$ cat src/rtl/bsg_pipeline_credit_drain_pkg.sv
// Shared helpers for the credit-drain pipeline controller and its sub-blocks.
package bsg_pipeline_credit_drain_pkg;

  // clog2 that never returns 0, so single-entry structures still get a 1-bit field.
  function automatic int unsigned safe_clog2(input int unsigned x);
    return (x <= 1) ? 1 : $clog2(x);
  endfunction

endpackage

$ cat src/rtl/bsg_counter_up_down.sv
// Up/down occupancy counter; simultaneous up and down leave the count unchanged.
module bsg_counter_up_down
  import bsg_pipeline_credit_drain_pkg::*;
#(
  parameter int unsigned max_val_p = 1
) (
  input  logic                                clk_i,
  input  logic                                reset_i,
  input  logic                                up_i,
  input  logic                                down_i,
  output logic [safe_clog2(max_val_p+1)-1:0]  count_o
);

  localparam int unsigned cnt_width_lp = safe_clog2(max_val_p + 1);

  logic [cnt_width_lp-1:0] count_q;

  always_ff @(posedge clk_i) begin
    if (reset_i)                count_q <= '0;
    else if (up_i && !down_i)   count_q <= count_q + 1'b1;
    else if (down_i && !up_i)   count_q <= count_q - 1'b1;
  end

  assign count_o = count_q;

endmodule

$ cat src/rtl/bsg_dff_reset.sv
// Plain register bank with synchronous active-high reset to zero.
module bsg_dff_reset #(
  parameter int unsigned width_p = 1
) (
  input  logic               clk_i,
  input  logic               reset_i,
  input  logic [width_p-1:0] data_i,
  output logic [width_p-1:0] data_o
);

  logic [width_p-1:0] data_q;

  always_ff @(posedge clk_i) begin
    if (reset_i) data_q <= '0;
    else         data_q <= data_i;
  end

  assign data_o = data_q;

endmodule

$ cat src/rtl/bsg_fifo_1r1w_small.sv
// Small in-order FIFO; head is registered, no enq->v_o bypass when empty.
module bsg_fifo_1r1w_small
  import bsg_pipeline_credit_drain_pkg::*;
#(
  parameter int unsigned width_p = 8,
  parameter int unsigned els_p   = 4
) (
  input  logic               clk_i,
  input  logic               reset_i,
  input  logic               v_i,
  input  logic [width_p-1:0] data_i,
  output logic               ready_o,
  output logic               v_o,
  output logic [width_p-1:0] data_o,
  input  logic               yumi_i
);

  localparam int unsigned ptr_width_lp = safe_clog2(els_p);
  localparam int unsigned cnt_width_lp = safe_clog2(els_p + 1);
  localparam logic [ptr_width_lp-1:0] last_ptr_lp = ptr_width_lp'(els_p - 1);

  logic [width_p-1:0]      mem_q [els_p];
  logic [ptr_width_lp-1:0] wr_ptr_q, rd_ptr_q;
  logic [cnt_width_lp-1:0] cnt_q;
  logic                    enq, deq;

  assign enq = v_i;
  assign deq = yumi_i & v_o;

  always_ff @(posedge clk_i) begin
    if (reset_i) begin
      wr_ptr_q <= '0;
      rd_ptr_q <= '0;
      cnt_q    <= '0;
    end else begin
      if (enq) wr_ptr_q <= (wr_ptr_q == last_ptr_lp) ? '0 : wr_ptr_q + 1'b1;
      if (deq) rd_ptr_q <= (rd_ptr_q == last_ptr_lp) ? '0 : rd_ptr_q + 1'b1;
      if (enq && !deq)      cnt_q <= cnt_q + 1'b1;
      else if (deq && !enq) cnt_q <= cnt_q - 1'b1;
    end
  end

  // Storage needs no reset; occupancy alone decides what is visible.
  always_ff @(posedge clk_i) begin
    if (enq) mem_q[wr_ptr_q] <= data_i;
  end

  assign ready_o = (cnt_q != cnt_width_lp'(els_p));
  assign v_o     = (cnt_q != '0);
  assign data_o  = mem_q[rd_ptr_q];

endmodule

$ cat src/rtl/bsg_pipeline_credit_drain.sv
// Drain-end controller for a non-stallable pipeline: credits gate the entrance so every
// admitted item is guaranteed a tail FIFO slot when it emerges.
module bsg_pipeline_credit_drain
  import bsg_pipeline_credit_drain_pkg::*;
#(
  parameter int unsigned width_p  = 8,
  parameter int unsigned stages_p = 3,
  parameter int unsigned els_p    = 4
) (
  input  logic                clk_i,
  input  logic                reset_i,
  input  logic                valid_i,
  output logic                ready_and_o,
  output logic [stages_p-1:0] en_o,
  output logic [stages_p-1:0] valid_o,
  input  logic [width_p-1:0]  data_i,
  output logic                v_o,
  output logic [width_p-1:0]  data_o,
  input  logic                ready_and_i
);

  localparam int unsigned cnt_width_lp = safe_clog2(els_p + 1);

  logic [cnt_width_lp-1:0] cnt_q;
  logic [stages_p-1:0]     v_q, v_d;
  logic                    accept, enq, deq, fifo_ready;

  // Credit is derived from registered state only; ready_and_i never reaches ready_and_o.
  assign ready_and_o = (cnt_q != cnt_width_lp'(els_p)) & ~reset_i;
  assign accept      = valid_i & ready_and_o;
  assign deq         = v_o & ready_and_i;
  assign enq         = v_q[0];

  bsg_counter_up_down #(
    .max_val_p (els_p)
  ) u_credit_cnt (
    .clk_i   (clk_i),
    .reset_i (reset_i),
    .up_i    (accept),
    .down_i  (deq),
    .count_o (cnt_q)
  );

  if (stages_p == 1) begin : g_single
    assign v_d = accept;
  end else begin : g_multi
    assign v_d = {accept, v_q[stages_p-1:1]};
  end

  bsg_dff_reset #(
    .width_p (stages_p)
  ) u_valid_regs (
    .clk_i   (clk_i),
    .reset_i (reset_i),
    .data_i  (v_d),
    .data_o  (v_q)
  );

  // A stage loads exactly when a valid item moves into it; bubbles leave data untouched.
  assign en_o    = v_d;
  assign valid_o = v_q;

  bsg_fifo_1r1w_small #(
    .width_p (width_p),
    .els_p   (els_p)
  ) u_tail_fifo (
    .clk_i   (clk_i),
    .reset_i (reset_i),
    .v_i     (enq),
    .data_i  (data_i),
    .ready_o (fifo_ready),
    .v_o     (v_o),
    .data_o  (data_o),
    .yumi_i  (deq)
  );

  always_ff @(posedge clk_i) begin
    if (!reset_i) assert (!(enq && !fifo_ready && !deq));
  end

endmodule

$ cat config.mk
export PLATFORM = sky130hd
export DESIGN_NAME = bsg_pipeline_credit_drain
export DESIGN_NICKNAME = d
export VERILOG_FILES = /design/src/rtl/bsg_pipeline_credit_drain_pkg.sv /design/src/rtl/bsg_counter_up_down.sv /design/src/rtl/bsg_dff_reset.sv /design/src/rtl/bsg_fifo_1r1w_small.sv /design/src/rtl/bsg_pipeline_credit_drain.sv
export SDC_FILE = /design/constraint.sdc
export NUM_CORES = 1
export LEC_CHECK = 0
export BUFFER_PORTS_ARGS = -buffer_cell sky130_fd_sc_hd__buf_2
export CAP_MARGIN = 20
export CORE_ASPECT_RATIO = 1.2
export CORE_MARGIN = 5
export CORE_UTILIZATION = 35
export CTS_BUF_LIST = sky130_fd_sc_hd__clkbuf_8
export DETAILED_ROUTE_END_ITERATION = 8
export PLACE_DENSITY_LB_ADDON = 0.05
export SLEW_MARGIN = 5
export SYNTH_ARGS = -nofsm -noshare
export SYNTH_HDL_FRONTEND = slang
export SYNTH_SLANG_ARGS = --single-unit
$ cat constraint.sdc
create_clock -name clk_i -period 2.85 [get_ports clk_i]
set_input_delay 0.57 -clock clk_i [delete_from_list [all_inputs] [get_ports clk_i]]
set_output_delay 0.57 -clock clk_i [all_outputs]
set_load 0.01 [all_outputs]
==> flow_metrics.env <==
export IMPL_status="complete, no violations"
export IMPL_crit_arrival_ns=1.72
export IMPL_via_per_inst=4.81
export IMPL_cp_start_kind="flip-flop"
export IMPL_finClkSkew_ns=0.00649
export IMPL_worstSetupPathType="flip-flop to output port"
export IMPL_clockBufferDepth=2
export IMPL_synthesis_nets=134
export IMPL_start_util_pct=35.9
export IMPL_fp_dieW_um=77.1
export IMPL_synth_top_area_share_pct=50.9
export IMPL_synth_compound_area_share_pct=2.65
export IMPL_synth_area_leaders="edfxtp_1, dfxtp_1, mux4_2"
export IMPL_synth_mux_area_fraction_pct=12.2
export IMPL_grt_ovfl_total=0
export IMPL_cp_data_required_time_ns=2.28
export IMPL_synthToLayoutAreaGrowth_pct=13.6
export IMPL_ys_flop_type="edfxtp_1"
export IMPL_portBuffers=27
export IMPL_rsz0062_at_grt="no"
export IMPL_min_delay_worst_endpoint="u_valid_regs.data_o[1]"
export IMPL_met1_length_um=1240
export IMPL_slew_headroom_pct=61.7
export IMPL_synthSimpleGateAreaFrac_pct=6.42
export IMPL_clock_latency_ns=0.29
export IMPL_worst_r2r_endpoint="u_credit_cnt.count_o[2]"
export IMPL_synth_top_family_by_area="multiplexers"
export IMPL_routedWlPerCell_um=15.3
export IMPL_yosysMostFrequentCell="edfxtp_1"
export IMPL_ant_nets=0
export IMPL_pre_cts_slack_ns=0.427
export IMPL_syn_cell_area_sq_um=1890
export IMPL_routed_wl_um=3110
export IMPL_hold_viol=0
export IMPL_path_cells="mux4_2 > buf_2"
export IMPL_p_per_area_nw_per_um2=806
export IMPL_r2r_worst_path_cells=7
export IMPL_dp_hpwl_um=2210
export IMPL_track_usage_pct=9.75
export IMPL_cts_max_level=2
export IMPL_synth_avg_cell_area_sq_um=16.7
export IMPL_vias=976
export IMPL_hold_path_depth=1
export IMPL_drc=0
export IMPL_cap_violations=0
export IMPL_finalCriticalPeriod_ns=2.29
export IMPL_yosys_area_share_adder_pct=6.75
export IMPL_top_layer="met4"
export IMPL_p_leak_uw=0.000794
export IMPL_cts_tree="done"
export IMPL_yosys_area_top_type="edfxtp_1"
export IMPL_cp_top_family="flip-flops"
export IMPL_tightestPinTransition_ns=0.574
export IMPL_cpMaxStageDelayCell="dfxtp_1"
export IMPL_cp_end_kind="output port"
export IMPL_postCtsHoldBufs=0
export IMPL_cts_sinks=47
export IMPL_die_h_um=90.5
export IMPL_dieArea_sq_um=6970
export IMPL_period_share_pct=80.3
export IMPL_antenna_found_initial=0
export IMPL_diodes=0
export IMPL_first_iter_violations=72
export IMPL_dr_pass1_iters=4
export IMPL_finalSetupViolCount=0
export IMPL_ctsResizeCount=0
export IMPL_final_setup_tns_ns=0
export IMPL_clockRootBuffer="clkbuf_8"
export IMPL_wl_met3_um=160
export IMPL_reg2reg_from="u_tail_fifo.cnt_q[0]"
export IMPL_gp_congestion=0.659
export IMPL_irDropWorstVdd_uv=489
export IMPL_cts_made_buffers=5
export IMPL_clock_fmax_ghz=0.437
export IMPL_num_rows=29
export IMPL_fin_nets=161
export IMPL_synth_xor_area_share_pct=1.85
export IMPL_postSynthCellCount=113
export IMPL_synth_cell_types=23
export IMPL_yosysWarnings=0
export IMPL_setup_ws_ns=0.562
export IMPL_reg2reg_slack_ns=0.68
export IMPL_path_max_fanout=8
export IMPL_cp_num_cells=2
export IMPL_synth_enable_flop_cells=32
export IMPL_dr_wl_met2_um=1650
export IMPL_grt_max_degree=15
export IMPL_drive_gt1_share_pct=31.9
export IMPL_io_pins=28
export IMPL_path_buf_inv=1
export IMPL_cpPeakStageDelay_ns=0.69
export IMPL_grt_pass1_wl_um=5310
export IMPL_timing_hold_ws_ns=0.479
export IMPL_hp_start="u_valid_regs.data_o[2]"
export IMPL_drv_slew=0
export IMPL_synthTopCellsByCount="edfxtp_1, dfxtp_1, nor2_1"
export IMPL_core_area_sq_um=5260
export IMPL_grt_pass1_vias=1079
export IMPL_clk_pin_slew_ns=0.08
export IMPL_post_cts_setup_buffers=0
export IMPL_hold_class="flip-flop to flip-flop"
export IMPL_ys_ff_latch=47
export IMPL_ys_seq_area_share_pct=66.8
export IMPL_ys_async_sr_fraction_pct=0
## layout make-up
class / count / area, sq um
multi-input cells: 55 / 564
clock buffers: 6 / 82.6
flip-flops and latches: 47 / 1260
fillers: 503 / 3110
inverters: 4 / 15.0
clock inverters: 2 / 11.3
well taps: 62 / 77.6
repair buffers: 27 / 135
## per-stage QoR
step / area, sq um / utilization (%) / instances / power, uW
finish: 2150 / 40.8 / 203 / 1730
global route: 2150 / 40.8 / 203 / 1860
CTS: 2150 / 40.8 / 203 / 1770
detailed placement: 2050 / 39.0 / 195 / 1350
global placement: 2050 / 39.0 / 195 / 1340
floorplan: 1890 / - / 113 / 1230
## worst register-to-register path, stage by stage (launching register included)
cell	delay (ns)
dfxtp_1	0.39
o31ai_4	0.39
ha_1	0.26
inv_1	0.07
fa_1	0.38
xor2_1	0.16
or3_1	0.31
a21oi_1	0.15
## state kept, by name, indices dropped and copies added (netlist names), named ones only
name and flops:
u_tail_fifo.mem_q 32, u_valid_regs.data_o 3, u_tail_fifo.cnt_q 3, u_tail_fifo.wr_ptr_q 2
u_tail_fifo.rd_ptr_q 2, u_credit_cnt.count_o 3
## worst max path at each step
stage	from	end	slack [ns]
3_5_place_dp	reset_i	u_credit_cnt.count_o[2]	0.43
2_1_floorplan	reset_i	u_credit_cnt.count_o[2]	0.66
6_report	flip-flop	data_o[5]	0.56
3_3_place_gp	reset_i	u_credit_cnt.count_o[2]	0.54
4_1_cts	flip-flop	data_o[5]	0.50
5_1_grt	flip-flop	data_o[5]	0.42
## where the power goes
part           internal (uW)  total [uW]  switching, uW
combinational            239         437            198
clock                    194         405            212
sequential               793         889           95.5
## kinds of logic after synthesis
kind of cell / count (synthesis)
compound gates: 6
fa+ha+maj: 9
simple gates: 23
buf+inv: 11
mux: 13
xor+xnor: 4
flops: 47
## routing by layer
| metal | up-vias | global-route usage (%) |
|---|---|---|
| met5 | - | 0 |
| met4 | 0 | 4.30 |
| met3 | 5 | 2.99 |
| met2 | 22 | 16.2 |
| met1 | 488 | 11.5 |
| li1 | 461 | - |
## cell usage in the layout (no fill, tap or decap), drive strengths merged, types with 4 or more instances in the layout
master	instances
mux4	8
mux2i	5
dfxtp	15
xor2	4
and2	6
edfxtp	32
clkbuf	6
ha	7
inv	4
or3	4
buf	27
nor2	9
(Power assumes the default switching activity.)
